### config.mk
export PLATFORM = sky130hd
export DESIGN_NAME = ads1292_filtered_uart_tx
export DESIGN_NICKNAME = d
export VERILOG_FILES = /design/src/rtl/ads1292_filtered_uart_tx.sv
export SDC_FILE = /design/constraint.sdc
export NUM_CORES = 1
export LEC_CHECK = 0
export CAP_MARGIN = 20
export CELL_PAD_IN_SITES_DETAIL_PLACEMENT = 0
export CELL_PAD_IN_SITES_GLOBAL_PLACEMENT = 1
export CORE_MARGIN = 2
export CORE_UTILIZATION = 47
export CTS_CLUSTER_SIZE = 14
export DETAILED_ROUTE_END_ITERATION = 7
export GPL_TIMING_DRIVEN = 0
export PLACE_DENSITY = 0.88
export SYNTH_ARGS = -nofsm -noshare
export SYNTH_HDL_FRONTEND = slang
export SYNTH_SLANG_ARGS = --single-unit
### constraint.sdc
create_clock -name i_CLK -period 6.5 [get_ports i_CLK]
set_input_delay 1.95 -clock i_CLK [delete_from_list [all_inputs] [get_ports i_CLK]]
set_output_delay 1.95 -clock i_CLK [all_outputs]
set_load 0.05 [all_outputs]
### src/rtl/ads1292_filtered_uart_tx.sv
// ads1292_filtered_uart_tx: sends each filtered sample as a UART frame (sync byte, then data bytes MSB first).
module ads1292_filtered_uart_tx #(
   parameter int unsigned CLKS_PER_BIT = 434,
   parameter logic [7:0]  SYNC_BYTE    = 8'hAA
) (
   input  logic        i_CLK,
   input  logic        i_RSTN,
   input  logic [31:0] i_ADS1292_FILTERED_DATA,
   input  logic        i_ADS1292_FILTERED_DATA_VALID,
   output logic        o_ADS1292_FILTERED_DATA_ACK,
   output logic        o_UART_TX,
   output logic        o_BUSY,
   output logic [15:0] o_FRAME_CNT
);
   localparam int unsigned CW = (CLKS_PER_BIT > 1) ? $clog2(CLKS_PER_BIT) : 1;
   localparam logic [CW-1:0] BAUD_LAST = CW'(CLKS_PER_BIT - 1);
   typedef enum logic [1:0] {IDLE, START, DATA, STOP} state_t;
   state_t state, state_n;
   logic [CW-1:0] baud, baud_n;
   logic [2:0] bit_idx, bit_n, byte_idx, byte_n;
   logic [7:0] shift, shift_n;
   logic [31:0] hold, hold_n;
   logic [15:0] frame_cnt, cnt_n;
   logic ack, ack_n, busy, busy_n, tx, tx_n, last, capture;
   always_comb begin
      last = baud == BAUD_LAST;
      state_n = state;
      baud_n = (last || state == IDLE) ? '0 : baud + 1'b1;
      bit_n = bit_idx;
      byte_n = byte_idx;
      shift_n = shift;
      hold_n = hold;
      ack_n = 1'b0;
      busy_n = busy;
      tx_n = tx;
      cnt_n = frame_cnt;
      case (state)
         START: if (last) begin
            state_n = DATA;
            bit_n = 3'd0;
            tx_n = shift[0];
         end
         DATA: if (last) begin
            bit_n = bit_idx + 3'd1;
            state_n = (bit_idx == 3'd7) ? STOP : DATA;
            tx_n = (bit_idx == 3'd7) ? 1'b1 : shift[bit_idx + 3'd1];
         end
         STOP: if (last) begin
            if (byte_idx != 3'd4) begin
               byte_n = byte_idx + 3'd1;
               shift_n = (byte_idx == 3'd0) ? hold[31:24] :
                         (byte_idx == 3'd1) ? hold[23:16] :
                         (byte_idx == 3'd2) ? hold[15:8]  : hold[7:0];
               state_n = START;
               tx_n = 1'b0;
            end else begin
               cnt_n = frame_cnt + 16'd1;
               busy_n = 1'b0;
               state_n = IDLE;
               tx_n = 1'b1;
            end
         end
         default: tx_n = 1'b1;
      endcase
      // the last stop-bit edge doubles as an idle edge so frames can run back to back
      capture = i_ADS1292_FILTERED_DATA_VALID &&
                (state == IDLE || (state == STOP && last && byte_idx == 3'd4));
      if (capture) begin
         hold_n = i_ADS1292_FILTERED_DATA;
         shift_n = SYNC_BYTE;
         byte_n = 3'd0;
         ack_n = 1'b1;
         busy_n = 1'b1;
         state_n = START;
         tx_n = 1'b0;
         baud_n = '0;
      end
   end
   always_ff @(posedge i_CLK or negedge i_RSTN) begin
      if (!i_RSTN) begin
         state <= IDLE;
         baud <= '0;
         bit_idx <= 3'd0;
         byte_idx <= 3'd0;
         shift <= 8'd0;
         hold <= 32'd0;
         frame_cnt <= 16'd0;
         ack <= 1'b0;
         busy <= 1'b0;
         tx <= 1'b1;
      end else begin
         state <= state_n;
         baud <= baud_n;
         bit_idx <= bit_n;
         byte_idx <= byte_n;
         shift <= shift_n;
         hold <= hold_n;
         frame_cnt <= cnt_n;
         ack <= ack_n;
         busy <= busy_n;
         tx <= tx_n;
      end
   end
   assign o_ADS1292_FILTERED_DATA_ACK = ack;
   assign o_UART_TX = tx;
   assign o_BUSY = busy;
   assign o_FRAME_CNT = frame_cnt;
endmodule
Word-level counts from Yosys, hierarchy flattened

Index checks and enable logic that the tools add are counted.
W data, S select, Z words.

Register bits: 76
Latch bits: 0
Bits in writable memories: 0
Memory bits (read-only): 0
Word-level logic and storage cells: 86
Memories kept: 0

Add/sub/neg operators: 4
Multipliers: 0
Divide/modulo/power cells: 0
Order comparisons: 1
Equality and inequality tests: 15
Shift operators: 0
Muxes and demuxes: 37
Bitwise operators: 1
Reduce and logical (&&, ||, !) cells: 18

Operator list:

| cell                    | count |
|---|---|
| $mux W8                 | 7 |
| $mux W3                 | 6 |
| $mux W9                 | 2 |
| $add A16 B1 Y16 const B | 1 |
| $reduce_and A3 Y1       | 5 |
| $mux W1                 | 14 |
| $ne A3 B3 Y1 const B    | 4 |
| $add A9 B1 Y9 const B   | 1 |
| $eq A9 B9 Y1 const B    | 1 |
| $mux W2                 | 4 |
| $reduce_bool A2 Y1      | 4 |
| $add A3 B1 Y3 const B   | 2 |
| $eq A3 B3 Y1 const B    | 2 |
| $ne A2 B2 Y1 const B    | 3 |
| $pmux W2 S3             | 1 |
| $pmux W3 S2             | 1 |
| $eq A2 B2 Y1 const B    | 2 |
| $lt A3 B4 Y1 const B    | 1 |
| $reduce_and A4 Y1       | 1 |
| $reduce_bool A4 Y1      | 1 |
| $bmux W1 S3             | 1 |
| $eq A3 B1 Y1 const B    | 1 |
| $eq A3 B2 Y1 const B    | 1 |
| $logic_and A1 B1 Y1     | 3 |
| other kinds (6)         | 7 |

Logic depth before layout (Yosys ltp)

Depth after elaboration: 8
Mapped depth: 12
Gate-level depth less buffers: 8

Worst setup path after synthesis

Ideal clock, no wire load.

Path type: input port to flip-flop
From: in i_ADS1292_FILTERED_DATA_VALID
To: reg hold[18]
Arrival: 2,613 ps
Path slack: 3,762 ps
Cell stages on the path: 5
Path buffers: 2
Path through: o21ai_2 > inv_2 > buf_6 > buf_12 > mux2_4

Cells in the longest elaborated chain, start to end: 1

RTL lines:

| item                 | RTL line | source |
|---|---|---|
| start, declared      | 9        | `input logic i_ADS1292_FILTERED_DATA_VALID,` |
| $logic_and A1 B1 Y1  | 66       | `capture = i_ADS1292_FILTERED_DATA_VALID &&` |
| end signal, assigned | 97       | `hold <= hold_n;` |
| end, declared        | 22       | `logic [31:0] hold, hold_n;` |

No other way between the ends.
A chain may end at the register's enable or synchronous reset.

Final worst setup path

From: reg frame_cnt[0] (netlist: o_FRAME_CNT[0])
To: out o_FRAME_CNT[0]

RTL lines:

| item                   | RTL line | source |
|---|---|---|
| start, declared        | 23       | `logic [15:0] frame_cnt, cnt_n;` |
| start signal, assigned | 98       | `frame_cnt <= cnt_n;` |
| end, declared          | 13       | `output logic [15:0] o_FRAME_CNT` |

No word-level cell between the ends.

==> results.sh <==
export IMPL_post_cts_resized=0
export IMPL_clock_sinks=76
export IMPL_via_count=2774
export IMPL_cts_setup_buffers=0
export IMPL_cp_end_kind="output port"
export IMPL_pwr_share_comb_pct=3.5
export IMPL_post_synth_top_count_cell="dfrtp_1"
export IMPL_grt_pass1_wl_mm=13.2
export IMPL_drc=0
export IMPL_hold_end="o_FRAME_CNT[15]$_DFFE_PN0P_"
export IMPL_max_slew_margin_pct=66.3
export IMPL_globalRouteTotalUtil_pct=19.1
export IMPL_p_leak_nw=2.15
export IMPL_intPower_uw=746
export IMPL_synth_top_cell_by_area="dfrtp_1"
export IMPL_p_sw_share_pct=19.6
export IMPL_synth_commonest_cells="dfrtp_1 (75), nand2_1 (23), mux2_2 (18), nor2_1 (18)"
export IMPL_postSynthCellCount=335
export IMPL_start_util_pct=47.6
export IMPL_yosys_warnings=0
export IMPL_postPlaceCellArea_sq_um=4540
export IMPL_ys_types=51
export IMPL_ys_ff_latch=76
export IMPL_wl_met3_um=283
export IMPL_dr_max_layer_used="met4"
export IMPL_cts_made_buffers=9
export IMPL_synth_top_area_share_pct=48.7
export IMPL_postSynthAreaPerCell_sq_um=11.5
export IMPL_path_clk_slew_ns=0.07
export IMPL_ys_flop_type="dfrtp_1"
export IMPL_dieArea_sq_um=8940
export IMPL_ys_async_sr_fraction_pct=100
export IMPL_numPortBuffers=53
export IMPL_fin_nets=449
export IMPL_crit_slowest_cell="clkdlybuf4s50_1"
export IMPL_firstDrtPassIters=4
export IMPL_met2_length_mm=3.92
export IMPL_fin_crit_sh_pct=55.9
export IMPL_p_seq_share_pct=50.9
export IMPL_seq_area_frac_synth_pct=49.4
export IMPL_synthToLayoutAreaGrowth_pct=23.8
export IMPL_instances_no_fill=509
export IMPL_gr_total_overflow=0
export IMPL_power_switching_uw=182
export IMPL_cp_required_ns=4.55
export IMPL_drive_gt1_share_pct=16.1
export IMPL_wl_met1_mm=3.62
export IMPL_antenna_found_initial=0
export IMPL_cp_slowest_stage_delay_ns=0.86
export IMPL_tightest_slew_ns=0.504
export IMPL_pwr_share_clk_pct=45.6
export IMPL_drv_cap=0
export IMPL_worstPathArrival_ns=1.69
export IMPL_finalHoldViolations=0
export IMPL_rsz0062_at_grt="no"
export IMPL_syn_area_sq_um=3850
export IMPL_min_period_ns=3.64
export IMPL_fmax_mhz=275
export IMPL_io_pins=54
export IMPL_min_path_cells=1
export IMPL_setup_viol=0
export IMPL_grt_pass1_vias=2736
export IMPL_h_tree_depth=3
export IMPL_hold_buffers=0
export IMPL_ctsLongestPathBuffers=2
export IMPL_synthesis_nets=384
export IMPL_holdWs_ns=0.469
export IMPL_fin_worst_skew_ns=0.00877
export IMPL_power_density_nw_per_um2=195
export IMPL_drv_slew=0
export IMPL_gp_congestion=0.825
export IMPL_cp_max_fo=7
export IMPL_peakVddDrop_mv=0.154
export IMPL_clock_latency_ns=0.34
export IMPL_reg2reg_to="shift[1]$_DFFE_PN0P_"
export IMPL_cp_start_kind="register"
export IMPL_reg2reg_from="byte_idx[0]$_DFFE_PN0P_"
export IMPL_synth_area_top_cells="dfrtp_1 (49%), mux2_4 (5.5%), mux2_2 (5.3%), ha_1 (4.5%), xor2_1 (3.2%)"
export IMPL_fin_tns_setup_ns=0
export IMPL_fillers=704
export IMPL_cts_root_buf="clkbuf_8"
export IMPL_via_per_inst=5.45
export IMPL_row_count=33
export IMPL_antenna_left=0
export IMPL_die_w_um=94.6
export IMPL_r2r_cells=8
export IMPL_die_h_um=94.6
export IMPL_worstPathCellList="clkdlybuf4s50_1"
export IMPL_min_from="o_FRAME_CNT[15]$_DFFE_PN0P_"
export IMPL_dp_cells=494
export IMPL_status="finished, final reports clean"
export IMPL_ff2ff_setup_slack_ns=4.10
export IMPL_drt_initial_drc_count=109
export IMPL_wl_per_cell_um=15.5
export IMPL_path_delay_family="buffers and inverters"
export IMPL_num_antenna_cells=0
export IMPL_finalInstanceArea_sq_um=4770
export IMPL_wl_mm=7.89
export IMPL_synth_edf_count=0
export IMPL_dp_hpwl_mm=5.71
export IMPL_hold_class="reg2reg"
export IMPL_crit_type="reg2out"
export IMPL_coreArea_sq_um=8090
export IMPL_grt_max_degree=58
export IMPL_cts_tree="yes"
export IMPL_path_buf_inv=1
-- cells in the final DEF (no fill, tap or decap), types with 11 or more instances in the layout --
cell,netlist,final
dfrtp_1,75,75
clkdlybuf4s50_1,0,52
nand2_1,23,23
nor2_1,18,18
mux2_2,18,18
xor2_1,14,14
mux2_4,14,14
ha_1,14,14
a21oi_1,13,13
inv_1,12,12
clkbuf_1,9,11
-- flip-flops by register name (all words and copies together) (netlist names) --
| signal | flops |
|---|---|
| bit_idx | 3 |
| baud | 9 |
| byte_idx | 3 |
| shift | 8 |
| o_ADS1292_FILTERED_DATA_ACK | 1 |
| hold | 32 |
| o_UART_TX | 1 |
| o_BUSY | 1 |
| o_FRAME_CNT | 16 |
| state | 2 |
-- cell families after synthesis --
kind of cell    synth area share [%]
flops                           49.4
buf+inv                         4.38
mux                             13.1
compound gates                  9.61
simple gates                    13.7
fa+ha+maj                       4.55
xor+xnor                        5.23
-- per-layer routing --
layer	vias up	global-route usage [%]
li1	1325	-
met1	1384	25.6
met2	59	31.5
met3	6	3.11
met4	0	6.52
met5	-	0
-- power groups by stage --
stage | combinational [mW] | clock (mW) | sequential (mW)
2_1_floorplan | 0.000347 | 0 | 0.482
3_3_place_gp | 0.0308 | 0 | 0.482
3_5_place_dp | 0.0333 | 0 | 0.482
4_1_cts | 0.0333 | 0.434 | 0.472
5_1_grt | 0.0355 | 0.452 | 0.472
6_report | 0.0322 | 0.424 | 0.472
-- through the flow --
step / total power [mW] / utilization, % / worst slack, ns
floorplan: 0.482 / - / 3.76
global placement: 0.513 / 55.8 / 0.824
detailed placement: 0.515 / 56.1 / 3.01
CTS: 0.939 / 59.0 / 2.85
global route: 0.960 / 59.0 / 2.79
finish: 0.928 / 59.0 / 2.86
-- worst max-delay path by stage --
| stage | from | end | slack, ns | depth (start not counted) |
|---|---|---|---|---|
| after global routing | o_FRAME_CNT[0]$_DFFE_PN0P_ | o_FRAME_CNT[0] | 2.79 | 1 |
| after floorplan | i_ADS1292_FILTERED_DATA_VALID | hold[18]$_DFFE_PN0P_ | 3.76 | 5 |
| final | o_FRAME_CNT[0]$_DFFE_PN0P_ | o_FRAME_CNT[0] | 2.86 | 1 |
| after global placement | i_RSTN | hold[19]$_DFFE_PN0P_ | 0.82 | 1 |
| after CTS | o_FRAME_CNT[0]$_DFFE_PN0P_ | o_FRAME_CNT[0] | 2.85 | 1 |
| after detailed placement | i_ADS1292_FILTERED_DATA_VALID | hold[30]$_DFFE_PN0P_ | 3.01 | 6 |
-- cell type report --
cell class              instances  area [sq um]  area share (%)
flip-flops and latches         76          1900            39.9
multi-input cells             228          1780            37.3
repair buffers                 54           556            11.6
clock buffers                  11           131            2.75
well taps                     105           131            2.75
plain buffers                  18           120            2.52
clock inverters                 4          98.8            2.07
inverters                      13          48.8            1.02
-- worst register-to-register path, cell delays in order (launching register included) --
cell and delay, ns:
dfrtp_1 0.41, inv_1 0.12, ha_1 0.20, clkbuf_1 0.35, buf_1 0.43, nor3b_1 0.10, a311oi_1 0.37, o22ai_1 0.14
o21ai_0 0.20
(Power assumes the default switching activity.)
